<file path="src/rtl/ddr4_avmm_tester.sv">
// ddr4_avmm_tester
// Avalon-MM memory tester for the DDR4 EMIF user interface.
// A run writes pat(a) = replicated ({zero-extended a} ^ seed) to
// num_words consecutive word addresses starting at base_addr. It then
// reads the range back and checks every returned word in order.
//
// Ports:
//   mem_clk, mem_rst        EMIF user clock, synchronous active-high reset
//   cal_success             start is honoured only while calibration is good
//   start, base_addr,       run request and its parameters; the parameters
//   num_words, seed         are sampled when start is accepted
//   avm_*                   Avalon-MM master (single-word bursts)
//   busy, done, pass        run status
//   err_count               saturating mismatch count
//   first_err_addr          address of the first mismatching word
module ddr4_avmm_tester #(
    parameter int DATA_W          = 512,
    parameter int ADDR_W          = 27,
    parameter int MAX_OUTSTANDING = 32,
    parameter int ERR_W           = 16
) (
    input  logic                  mem_clk,
    input  logic                  mem_rst,
    input  logic                  cal_success,
    input  logic                  start,
    input  logic [ADDR_W-1:0]     base_addr,
    input  logic [ADDR_W-1:0]     num_words,
    input  logic [31:0]           seed,
    output logic [ADDR_W-1:0]     avm_address,
    output logic                  avm_write,
    output logic [DATA_W-1:0]     avm_writedata,
    output logic [DATA_W/8-1:0]   avm_byteenable,
    output logic                  avm_read,
    output logic [6:0]            avm_burstcount,
    input  logic                  avm_waitrequest,
    input  logic [DATA_W-1:0]     avm_readdata,
    input  logic                  avm_readdatavalid,
    output logic                  busy,
    output logic                  done,
    output logic                  pass,
    output logic [ERR_W-1:0]      err_count,
    output logic [ADDR_W-1:0]     first_err_addr
);

    localparam int OUT_W = $clog2(MAX_OUTSTANDING) + 1;
    localparam logic [ADDR_W-1:0] ONE_A   = {{(ADDR_W-1){1'b0}}, 1'b1};
    localparam logic [OUT_W-1:0]  ONE_O   = {{(OUT_W-1){1'b0}}, 1'b1};
    localparam logic [OUT_W-1:0]  OUT_MAX = OUT_W'(MAX_OUTSTANDING);
    localparam logic [ERR_W-1:0]  ONE_E   = {{(ERR_W-1){1'b0}}, 1'b1};
    localparam logic [ERR_W-1:0]  ERR_MAX = {ERR_W{1'b1}};

    typedef enum logic [2:0] {
        S_IDLE  = 3'd0,
        S_WRITE = 3'd1,
        S_READ  = 3'd2,
        S_DRAIN = 3'd3,
        S_DONE  = 3'd4
    } state_t;

    // Expected word for address a: 32-bit (a ^ seed) replicated across the bus.
    function automatic logic [DATA_W-1:0] pat(input logic [ADDR_W-1:0] a,
                                              input logic [31:0] s);
        logic [31:0] w;
        w = 32'(a) ^ s;
        return {(DATA_W/32){w}};
    endfunction

    state_t            state_r;
    logic [ADDR_W-1:0] base_r;
    logic [ADDR_W-1:0] num_r;
    logic [31:0]       seed_r;
    logic [ADDR_W-1:0] wr_idx_r;
    logic [ADDR_W-1:0] rd_idx_r;
    logic [ADDR_W-1:0] chk_idx_r;
    logic [OUT_W-1:0]  outstanding_r;

    logic              wr_acc_s;
    logic              rd_acc_s;
    logic              rdv_s;
    logic              miss_s;
    logic [ADDR_W-1:0] rd_next_s;
    logic [OUT_W-1:0]  out_next_s;
    logic [ADDR_W-1:0] chk_addr_s;

    assign avm_byteenable = {(DATA_W/8){1'b1}};
    assign avm_burstcount = 7'd1;

    // Handshake decode, next read index / outstanding count and the compare.
    always_comb begin
        wr_acc_s   = avm_write & ~avm_waitrequest;
        rd_acc_s   = avm_read & ~avm_waitrequest;
        // Returns count only while reads can be in flight; a stray valid
        // with nothing outstanding must not underflow the counter.
        rdv_s      = avm_readdatavalid &&
                     (state_r == S_READ || state_r == S_DRAIN) &&
                     (outstanding_r != {OUT_W{1'b0}});
        chk_addr_s = base_r + chk_idx_r;
        if (rd_acc_s) begin
            rd_next_s = rd_idx_r + ONE_A;
        end else begin
            rd_next_s = rd_idx_r;
        end
        if (rd_acc_s && !rdv_s) begin
            out_next_s = outstanding_r + ONE_O;
        end else if (!rd_acc_s && rdv_s) begin
            out_next_s = outstanding_r - ONE_O;
        end else begin
            out_next_s = outstanding_r;
        end
        if (rdv_s) begin
            miss_s = (avm_readdata != pat(chk_addr_s, seed_r));
        end else begin
            miss_s = 1'b0;
        end
    end

    // Run FSM, request generation and the registered check path.
    always_ff @(posedge mem_clk) begin
        if (mem_rst) begin
            state_r        <= S_IDLE;
            base_r         <= {ADDR_W{1'b0}};
            num_r          <= {ADDR_W{1'b0}};
            seed_r         <= 32'h0;
            wr_idx_r       <= {ADDR_W{1'b0}};
            rd_idx_r       <= {ADDR_W{1'b0}};
            chk_idx_r      <= {ADDR_W{1'b0}};
            outstanding_r  <= {OUT_W{1'b0}};
            avm_address    <= {ADDR_W{1'b0}};
            avm_write      <= 1'b0;
            avm_writedata  <= {DATA_W{1'b0}};
            avm_read       <= 1'b0;
            busy           <= 1'b0;
            done           <= 1'b0;
            pass           <= 1'b0;
            err_count      <= {ERR_W{1'b0}};
            first_err_addr <= {ADDR_W{1'b0}};
        end else begin
            outstanding_r <= out_next_s;
            if (rdv_s) begin
                chk_idx_r <= chk_idx_r + ONE_A;
            end
            if (miss_s) begin
                if (err_count != ERR_MAX) begin
                    err_count <= err_count + ONE_E;
                end
                // err_count is still zero only until the first mismatch.
                if (err_count == {ERR_W{1'b0}}) begin
                    first_err_addr <= chk_addr_s;
                end
            end

            case (state_r)
                S_IDLE, S_DONE: begin
                    if (start && cal_success) begin
                        base_r         <= base_addr;
                        num_r          <= num_words;
                        seed_r         <= seed;
                        wr_idx_r       <= {ADDR_W{1'b0}};
                        rd_idx_r       <= {ADDR_W{1'b0}};
                        chk_idx_r      <= {ADDR_W{1'b0}};
                        outstanding_r  <= {OUT_W{1'b0}};
                        err_count      <= {ERR_W{1'b0}};
                        first_err_addr <= {ADDR_W{1'b0}};
                        if (num_words == {ADDR_W{1'b0}}) begin
                            state_r <= S_DONE;
                            done    <= 1'b1;
                            pass    <= 1'b1;
                        end else begin
                            state_r       <= S_WRITE;
                            done          <= 1'b0;
                            pass          <= 1'b0;
                            busy          <= 1'b1;
                            avm_write     <= 1'b1;
                            avm_address   <= base_addr;
                            avm_writedata <= pat(base_addr, seed);
                        end
                    end
                end
                S_WRITE: begin
                    if (wr_acc_s) begin
                        if (wr_idx_r + ONE_A == num_r) begin
                            avm_write   <= 1'b0;
                            avm_read    <= 1'b1;
                            avm_address <= base_r;
                            state_r     <= S_READ;
                        end else begin
                            wr_idx_r      <= wr_idx_r + ONE_A;
                            avm_address   <= avm_address + ONE_A;
                            avm_writedata <= pat(avm_address + ONE_A, seed_r);
                        end
                    end
                end
                S_READ: begin
                    rd_idx_r <= rd_next_s;
                    if (rd_acc_s && rd_next_s == num_r) begin
                        avm_read <= 1'b0;
                        state_r  <= S_DRAIN;
                    end else begin
                        // Request stays up across a stall: an unaccepted read
                        // leaves rd_next_s and out_next_s unchanged.
                        avm_read    <= (rd_next_s < num_r) && (out_next_s < OUT_MAX);
                        avm_address <= base_r + rd_next_s;
                    end
                end
                S_DRAIN: begin
                    // Compare results land at the return edge, so err_count is
                    // final once nothing is outstanding.
                    if (outstanding_r == {OUT_W{1'b0}} && chk_idx_r == num_r) begin
                        state_r <= S_DONE;
                        busy    <= 1'b0;
                        done    <= 1'b1;
                        pass    <= (err_count == {ERR_W{1'b0}});
                    end
                end
                default: begin
                    state_r <= S_IDLE;
                end
            endcase
        end
    end

endmodule

</file>
<file path="config.mk">
export PLATFORM = sky130hd
export DESIGN_NAME = ddr4_avmm_tester
export DESIGN_NICKNAME = d
export VERILOG_FILES = /design/src/rtl/ddr4_avmm_tester.sv
export SDC_FILE = /design/constraint.sdc
export NUM_CORES = 1
export LEC_CHECK = 0
export CAP_MARGIN = 15
export CORE_AREA = 2 2 493 495
export DETAILED_ROUTE_END_ITERATION = 12
export DIE_AREA = 0 0 495 497
export DONT_BUFFER_PORTS = 1
export GPL_TIMING_DRIVEN = 0
export PLACE_DENSITY = 0.3
export SYNTH_ARGS = -nofsm -noshare
export SYNTH_HDL_FRONTEND = slang
export SYNTH_SLANG_ARGS = --single-unit
</file>
<file path="constraint.sdc">
create_clock -name mem_clk -period 11 [get_ports mem_clk]
set_input_delay 2.2 -clock mem_clk [delete_from_list [all_inputs] [get_ports mem_clk]]
set_output_delay 2.2 -clock mem_clk [all_outputs]
set_load 0.005 [all_outputs]
</file>
==> results of run 1 <==
## power by group through the flow
stage	clock network (mW)	logic, mW	registers (mW)
finish	1.42	3.24	1.81
global route	1.50	3.50	1.87
CTS	1.47	3.26	1.89
detailed placement	0	3.25	1.91
global placement	0	3.19	1.95
floorplan	0	2.21	1.44
## final cells by class
type,instances,area share [%]
repair buffers,16,0.904
plain buffers,706,14.6
clock inverters,20,0.660
multi-input cells,2656,49.9
diodes,42,0.320
clock buffers,52,3.47
inverters,64,0.732
well taps,3185,12.2
flip-flops and latches,283,17.3
## kinds of logic (layout without fill, tap and decap cells)
logic type | Yosys count | after routing | synth area share (%)
simple gates | 1435 | 1435 | 26.4
mux | 92 | 92 | 3.56
xor+xnor | 279 | 279 | 9.81
compound gates | 689 | 689 | 16.1
other cells | 2 | 113 | 0.0281
fa+ha+maj | 90 | 90 | 4.26
buf+inv | 770 | 858 | 18.7
flops | 283 | 283 | 21.2
## through the flow
step / power (mW) / hold slack [ns] / utilization, % / instance area [um^2] / setup WS, ns
finish: 6.47 / 0.486 / 13.7 / 32800 / 2.63
global route: 6.88 / 0.522 / 13.7 / 32800 / 2.26
CTS: 6.62 / 0.491 / 13.6 / 32600 / 2.79
detailed placement: 5.16 / 0.482 / 13.0 / 31300 / 2.13
global placement: 5.14 / 0.480 / 12.9 / 31000 / 0.144
floorplan: 3.65 / 0.451 / - / 27000 / 4.38
## state kept, by name (all words and copies together) (netlist names)
name,cells
avm_writedata,32
seed_r,32
avm_address,27
base_r,27
chk_idx_r,27
first_err_addr,27
num_r,27
rd_idx_r,27
wr_idx_r,27
err_count,16
outstanding_r,6
state_r,3
avm_read,1
avm_write,1
busy,1
done,1
pass,1
## worst min-delay path by stage
stage                                 start                           end
6_report          wr_idx_r[26]$_SDFFE_PP0P_     wr_idx_r[26]$_SDFFE_PP0P_
5_1_grt           wr_idx_r[25]$_SDFFE_PP0P_     wr_idx_r[25]$_SDFFE_PP0P_
4_1_cts           wr_idx_r[26]$_SDFFE_PP0P_     wr_idx_r[26]$_SDFFE_PP0P_
3_5_place_dp      wr_idx_r[26]$_SDFFE_PP0P_     wr_idx_r[26]$_SDFFE_PP0P_
3_3_place_gp      wr_idx_r[25]$_SDFFE_PP0P_     wr_idx_r[25]$_SDFFE_PP0P_
2_1_floorplan  first_err_addr[0]$_SDFF_PP0_  first_err_addr[0]$_SDFF_PP0_
## Yosys cell counts (7+ instances only)
cell type    n  share of area (%)
a311oi_1    16               0.52
or3_1       33               0.77
xnor3_1     11               0.93
inv_1       64               0.90
and4_1      13               0.43
nand3b_1     7               0.20
a211oi_1    27               0.76
nand3_1    105                2.0
nor4_1     104                2.4
buf_4      552                 15
and3_1      78                1.8
a22oi_1     13               0.36
a21oi_1    278                5.2
o21bai_1     7               0.20
nand2b_1    24               0.56
buf_1       12               0.17
ha_1        88                4.1
mux2_2      13               0.55
a221oi_1    10               0.33
dfxtp_1    283                 21
a21o_1      34               0.95
nor3_1      87                1.6
nand4_1    128                3.0
a31oi_1     24               0.56
nor2_1     263                3.7
or4_1       43                1.2
xor2_1     117                3.8
xnor2_1    148                4.8
o21a_1      22               0.62
mux2i_1     76                2.8
o31ai_1      8               0.22
and2_1      17               0.40
nand2_1    479                6.7
o2111ai_1    9               0.29
buf_2       24               0.45
nor2b_1     18               0.42
clkbuf_1   114                1.6
nor3b_1     12               0.34
o21ai_0    132                2.5
o211ai_1    40                1.1
a2111oi_0    8               0.26
## critical path: stages
cell and delay, ns:
nand2b_1 0.21, clkbuf_1 0.32, nor2_1 0.42, and3_1 0.32, and3_1 0.25, and3_1 0.27
and3_1 0.18, clkbuf_1 0.28, and3_1 0.30, and3_1 0.17, clkbuf_1 0.23, nand3_1 0.19
xnor2_1 0.39, ha_1 0.20, nand4_1 0.18, nor4_1 0.44, nand2_1 0.18, nand2_1 0.15
nand2_1 0.07, nand2_1 0.50, clkbuf_1 0.76, a21oi_1 0.07, o21ai_0 0.15, a21oi_1 0.13
nor3_1 0.26
## per-layer routing
| metal | up-vias | track usage [%] | share of wire (%) |
|---|---|---|---|
| li1 | 12600 | - | - |
| met1 | 13200 | 17.4 | 39 |
| met2 | 1227 | 27.9 | 52 |
| met3 | 139 | 2.54 | 6.1 |
| met4 | 6 | 4.31 | 2.6 |
| met5 | - | 0 | 0.019 |
==> key figures, run 1 <==
Run status
  – Status: complete, no violations

STA
  – Rel. slew slack: 19.7%
  – Hold Vio Cnt, Final: 0
  – Final setup fails: 0
  – Final worst-path cycle share: 76.0%
  – RSZ-0062 raised after global routing: false
  – Minimum clock period: around 8.4 ns
  – Worst slew pin tran: about 1.2 ns
  – Final Max Tran Viols: 0
  – Post-Route Setup TNS: 0 ns
  – Top achievable clock speed: 0.120 GHz
  – Final Skew: 0.0234 ns

Cells and area
  – Commonest cells after routing, fill and taps aside: buf_4, nand2_1, dfxtp_1, a21oi_1, nor2_1
  – Area Overhead vs Synth: 22.5%
  – Number of fill cells: 27700
  – Seq. cell area: about 5700 um^2
  – Nets: 4462
  – Commonest non-fill, non-tap cell in the layout: buf_4
  – Finished Layout Cells: around 7000
  – Multi-input combinational cell area: 16400 um^2
  – Share of layout cells above drive strength 1: 18.9%

Placed design
  – GP Congestion: 0.846
  – DP Wirelength: 167 mm
  – Port buffer count: 0
  – Placed Cells: approximately 6900

Worst setup path
  – Startpoint types: primary input
  – Worst setup startpoint: avm_waitrequest
  – Critical Path RT: 11.53 ns
  – Crit path arrival time: 8.90 ns
  – Worst setup path end: avm_address[6]$_SDFFE_PP0P_
  – CP max FO: 10
  – Crit Path Class: primary input to flop
  – R2R depth: 25
  – Reg-to-reg slack, setup: roughly 3.7 ns
  – CP Capture Type: flop
  – FF-to-FF Start: avm_read$_SDFFE_PP0P_
  – RR Endpoint: avm_address[6]$_SDFFE_PP0P_

Clock tree
  – Worst-skew pair later-pin latency: about 0.63 ns
  – Post-CTS Resized: 0
  – CTS tree: built
  – Clock Sinks: around 280
  – Cts bufs inserted: 41
  – Post-CTS Repair Setup Buffers: 0
  – Cts hold-fix bufs: 0
  – Clock root cell: clkbuf_16
  – CTS clk-pin slew, worst paths: 0.06 ns
  – Clock H-tree levels: 2
  – Clk buf depth: 3

Hold path
  – Worst hold path cell count: 2
  – Hold Path Class: flop to flop

Routing
  – Drt wl/cell: 27.6 um
  – Drt first pass iters: 7
  – # DRC: 0
  – Vias: 27200
  – Total wire length: 194 mm
  – Post-DR vias/cell: 3.87
  – Initial DRC count: about 2000
  – Post-route ant nets: 0

Power
  – Pwr Density: 197 nW/um^2
  – Peak supply drop: 0.119 mV
  – Pleak: 12.3 nW
  – Combinational share of power: around half
  – Sw frac: 46.6%
  – Clock power share: 21.9%
  – Sw power: about 3 mW
  – Seq pwr share: 28.0%
  – Internal power: 3.46 mW

Global routing
  – Total Routing Usage GR: 15.0%
  – Initial antenna violation count: 33
  – First-pass GRT wire length: 249 mm
  – Total congestion overflow: 0
  – Vias in the first global route: 25900
  – Largest net degree at the start of global routing: 18

Die
  – Starting Density: roughly 11%
  – DIE HEIGHT: 497 um
  – Total core area: 240000 um^2
  – Die Wd: slightly below 500 um
  – Num ports: 1262
  – Full die area: 246000 um^2
  – # rows: 180

Yosys
  – Register area share after synthesis: 21.2%
  – Async set-reset flop share out of synthesis: 0%
  – Top FF cell, synth: dfxtp_1
  – Post-Syn Area: 26800 um^2
  – Post-synth EDFFs: 0
  – Post-synth cell types: between 90 and 100
  – Post-synthesis cell count: between 3000 and 4000
  – Yosys reg bits: 283
  – Synth warnings: 0
  – Synth Area per Inst: 7.35 um^2

Flow run
  – Max Cap Violations: 0
No activity file was read; power rests on OpenSTA's default activity.
==> run 2, diff against run 1 <==
Settings changed: ABC_AREA set to 1, CORE_AREA 2 2 493 495 to 2 2 495 497, DIE_AREA 0 0 495 497 to 0 0 497 499, PLACE_DENSITY 0.3 to 0.33.
Clock period 11 ns to 8.4 ns, I/O delays scaled along.
==> key figures, run 2 <==
STA
  – Worst slew pin tran: 1.33 ns (was 1.19 ns)
  – Post-Route Setup TNS: 0 ns (unchanged)
  – Final Skew: 0.0260 ns (was 0.0234 ns)
  – Rel. slew slack: 11.0% (was 19.7%)
  – Final worst-path cycle share: between 80% and 90%
  – Final setup fails: 0 (unchanged)
  – Hold Vio Cnt, Final: 0 (unchanged)
  – Minimum clock period: 7.38 ns
  – RSZ-0062 raised after global routing: false (unchanged)
  – Worst Slack Setup Final: 1.02 ns (was 2.63 ns)
  – Hold_ws: 0.466 ns (was 0.486 ns)
  – Top achievable clock speed: roughly 0.14 GHz
  – Final Max Tran Viols: 0 (unchanged)

Power
  – Clock power share: 20.9% (was 21.9%)
  – Pwr Density: 251 nW/um^2 (was 197 nW/um^2)
  – Peak supply drop: 0.160 mV (was 0.119 mV)
  – Seq pwr share: 25.6% (was 28.0%)
  – Sw frac: 49.6% (was 46.6%)
  – Internal power: 4.82 mW (was 3.46 mW)
  – Pleak: 17.0 nW (was 12.3 nW)
  – Combinational share of power: 53.6% (was 50.1%)
  – Sw power: 4.76 mW (was 3.01 mW)

Flow run
  – Max Cap Violations: 0 (unchanged)

Yosys
  – Yosys reg bits: 283 (unchanged)
  – Post-synth cell types: 58 (was 91)
  – Post-synthesis simple-gate area fraction: 35.5% (was 26.4%)
  – Mux contribution to synthesized area: 0.0311% (was 3.56%)
  – Synth Area in Adders: 3.55% (was 4.26%)
  – Top FF cell, synth: dfxtp_1 (unchanged)
  – Async set-reset flop share out of synthesis: 0% (unchanged)
  – Largest family of logic cells by synthesized area: simple AND/OR/NAND/NOR gates (unchanged)
  – Post-Syn Area: 32200 um^2 (was 26800 um^2)
  – Count leader, synth: nand2_1 (was buf_4)
  – Post-synthesis cell count: 5255 (was 3640)
  – Xor/xnor share of the synthesized area: 11.4% (was 9.81%)
  – Complex-gate fraction of the synthesized area: 10.7% (was 16.1%)
  – Area leader, netlist: dfxtp_1 (unchanged)
  – Register area share after synthesis: 17.6% (was 21.2%)
  – Top post-synthesis cells by count: nand2_1, buf_4, nor2_1 (was buf_4, nand2_1, dfxtp_1)
  – Post-synth EDFFs: 0 (unchanged)
  – Synth top area share: 17.6% (was 21.2%)
  – Synth warnings: 0 (unchanged)
  – Area contributors post-synth: dfxtp_1, nand2_1, buf_4 (was dfxtp_1, buf_4, nand2_1)
  – Synth Area per Inst: 6.12 um^2 (was 7.35 um^2)

Cells and area
  – Commonest cells after routing, fill and taps aside: nand2_1, buf_4, nor2_1, inv_1, nand3_1 (was buf_4, nand2_1, dfxtp_1, a21oi_1, nor2_1)
  – Share of layout cells above drive strength 1: 15.1% (was 18.9%)
  – Finished Cell Area: 38200 um^2 (was 32800 um^2)
  – Area Overhead vs Synth: 18.9% (was 22.5%)
  – Nets: 6072 (was 4462)
  – Biggest regs: avm_writedata: 32 flops, seed_r: 32 flops (unchanged)
  – Commonest non-fill, non-tap cell in the layout: nand2_1 (was buf_4)
  – Number of fill cells: 28200 (was 27700)
  – Share of the core filled with cells: 15.8% (was 13.7%)

Global routing
  – Total Routing Usage GR: 16.9% (was 15.0%)
  – Vias in the first global route: 31700 (was 25900)
  – GRT met2 Usage: 27.8% (was 27.9%)
  – Largest net degree at the start of global routing: 18 (unchanged)
  – Most used routing layer: met2 (unchanged)
  – Initial antenna violation count: 36 (was 33)
  – GR Util met3: 4.59% (was 2.54%)
  – GR Util met1: 21.4% (was 17.4%)
  – Total congestion overflow: 0 (unchanged)
  – First-pass GRT wire length: 289 mm (was 249 mm)

Die
  – # rows: 181 (was 180)
  – Die Wd: 497 um (was 495 um)
  – Starting Density: 13.3% (was 11.2%)
  – Num ports: 1262 (unchanged)
  – Total core area: 243000 um^2 (was 240000 um^2)
  – DIE HEIGHT: 499 um (was 497 um)
  – Full die area: 248000 um^2 (was 246000 um^2)

Placed design
  – Setup WS pre-CTS: 0.366 ns (was 2.13 ns)
  – Port buffer count: 0 (unchanged)
  – Post-DP Area: 36600 um^2 (was 31300 um^2)
  – GP Congestion: 0.932 (was 0.846)
  – DP Wirelength: 193 mm (was 167 mm)

Clock tree
  – CTS clk-pin slew, worst paths: 0.06 ns (about the same)
  – CTS tree: built (unchanged)
  – Worst-skew pair later-pin latency: 0.63 ns (about the same)
  – Cts hold-fix bufs: 0 (unchanged)
  – Cts bufs inserted: 42 (was 41)
  – Clk buf depth: 3 (unchanged)
  – Clock Sinks: 283 (unchanged)
  – Post-CTS Repair Setup Buffers: 0 (unchanged)
  – Clock H-tree levels: 2 (unchanged)
  – Clock root cell: clkbuf_16 (unchanged)
  – Post-CTS Resized: 0 (unchanged)

Routing
  – Drt wl/cell: 25.6 um (was 27.6 um)
  – # DRC: 0 (unchanged)
  – Drt first pass iters: 6 (was 7)
  – Post-route ant nets: 0 (unchanged)
  – Initial DRC count: 2614 (was 1974)
  – Post-DR vias/cell: 3.99 (was 3.87)
  – Total wire length: 221 mm (was 194 mm)
  – Vias: 34500 (was 27200)

Worst setup path
  – Crit Path Class: primary input to flop (unchanged)
  – CP max FO: 10 (unchanged)
  – Crit path arrival time: 7.86 ns (was 8.90 ns)
  – Reg-to-reg slack, setup: 1.49 ns (was 3.70 ns)
  – Startpoint types: primary input (unchanged)
  – R2R depth: 27 (was 25)
  – Critical Path RT: 8.89 ns (was 11.53 ns)
  – CP Capture Type: flop (unchanged)

Hold path
  – Hold Path Class: flop to flop (unchanged)
  – Worst hold path cell count: 2 (unchanged)

Run status
  – Status: complete, no violations (unchanged)
run 2: worst paths after layout:
| path | end | from |
|---|---|---|
| setup reg to reg | avm_address[5]$_SDFFE_PP0P_ | avm_read$_SDFFE_PP0P_ |
| setup / recovery | avm_address[5]$_SDFFE_PP0P_ | avm_waitrequest |
| hold reg to reg | wr_idx_r[25]$_SDFFE_PP0P_ | wr_idx_r[25]$_SDFFE_PP0P_ |
| hold / removal | wr_idx_r[25]$_SDFFE_PP0P_ | wr_idx_r[25]$_SDFFE_PP0P_ |
run 2: stage by stage:
stage	cells	power, mW
6_report	8635	9.58
5_1_grt	8620	10.2
4_1_cts	8611	9.73
3_5_place_dp	8535	7.68
3_3_place_gp	8526	7.64
2_1_floorplan	5324	5.38
run 2: layout make-up:
type	instances	area (um^2)	share of cell area (%)
multi-input cells	3819	19900	52.1
flip-flops and latches	283	5680	14.9
plain buffers	725	4950	13.0
well taps	3202	4010	10.5
inverters	497	1870	4.88
clock buffers	55	1190	3.12
clock inverters	21	312	0.815
repair buffers	10	228	0.596
diodes	23	57.6	0.151
run 2: per-layer routing:
| metal | share of wire (%) | up-vias |
|---|---|---|
| li1 | - | 16500 |
| met1 | 43 | 16500 |
| met2 | 46 | 1265 |
| met3 | 7.6 | 213 |
| met4 | 3.2 | 24 |
| met5 | 0.097 | - |
run 2: cell families after synthesis:
family / after synthesis
and+or+nand+nor: 2593
buffers and inverters: 1222
AOI/OAI and AO/OA: 646
xor gates and xnor gates: 418
DFF: 283
adders and majority gates: 90
other: 2
muxes: 1
run 2: power by group through the flow:
| stage | Sequential (mW) | Combinational, mW | Clock, mW |
|---|---|---|---|
| after floorplan | 1.87 | 3.50 | 0 |
| after global placement | 2.60 | 5.04 | 0 |
| after detailed placement | 2.54 | 5.14 | 0 |
| after CTS | 2.52 | 5.16 | 2.05 |
| after global routing | 2.50 | 5.55 | 2.10 |
| final | 2.45 | 5.13 | 2.00 |
run 2: critical path, cell delays in order:
cell	delay [ns]
nor2_1	0.67
nand3_1	0.17
nor2_1	0.20
inv_1	0.06
nor2_1	0.22
inv_1	0.07
nor2_1	0.21
inv_1	0.06
nor4_1	0.37
nand2_1	0.17
nor2_1	0.20
nand2_1	0.10
xnor2_1	0.45
ha_1	0.23
nand4_1	0.09
inv_1	0.13
nand2_1	0.08
nor4_1	0.92
nor2_1	0.08
inv_1	0.12
o21ai_0	0.11
nand2_1	0.42
inv_1	0.33
clkbuf_1	0.34
o21ai_0	0.27
a31oi_1	0.08
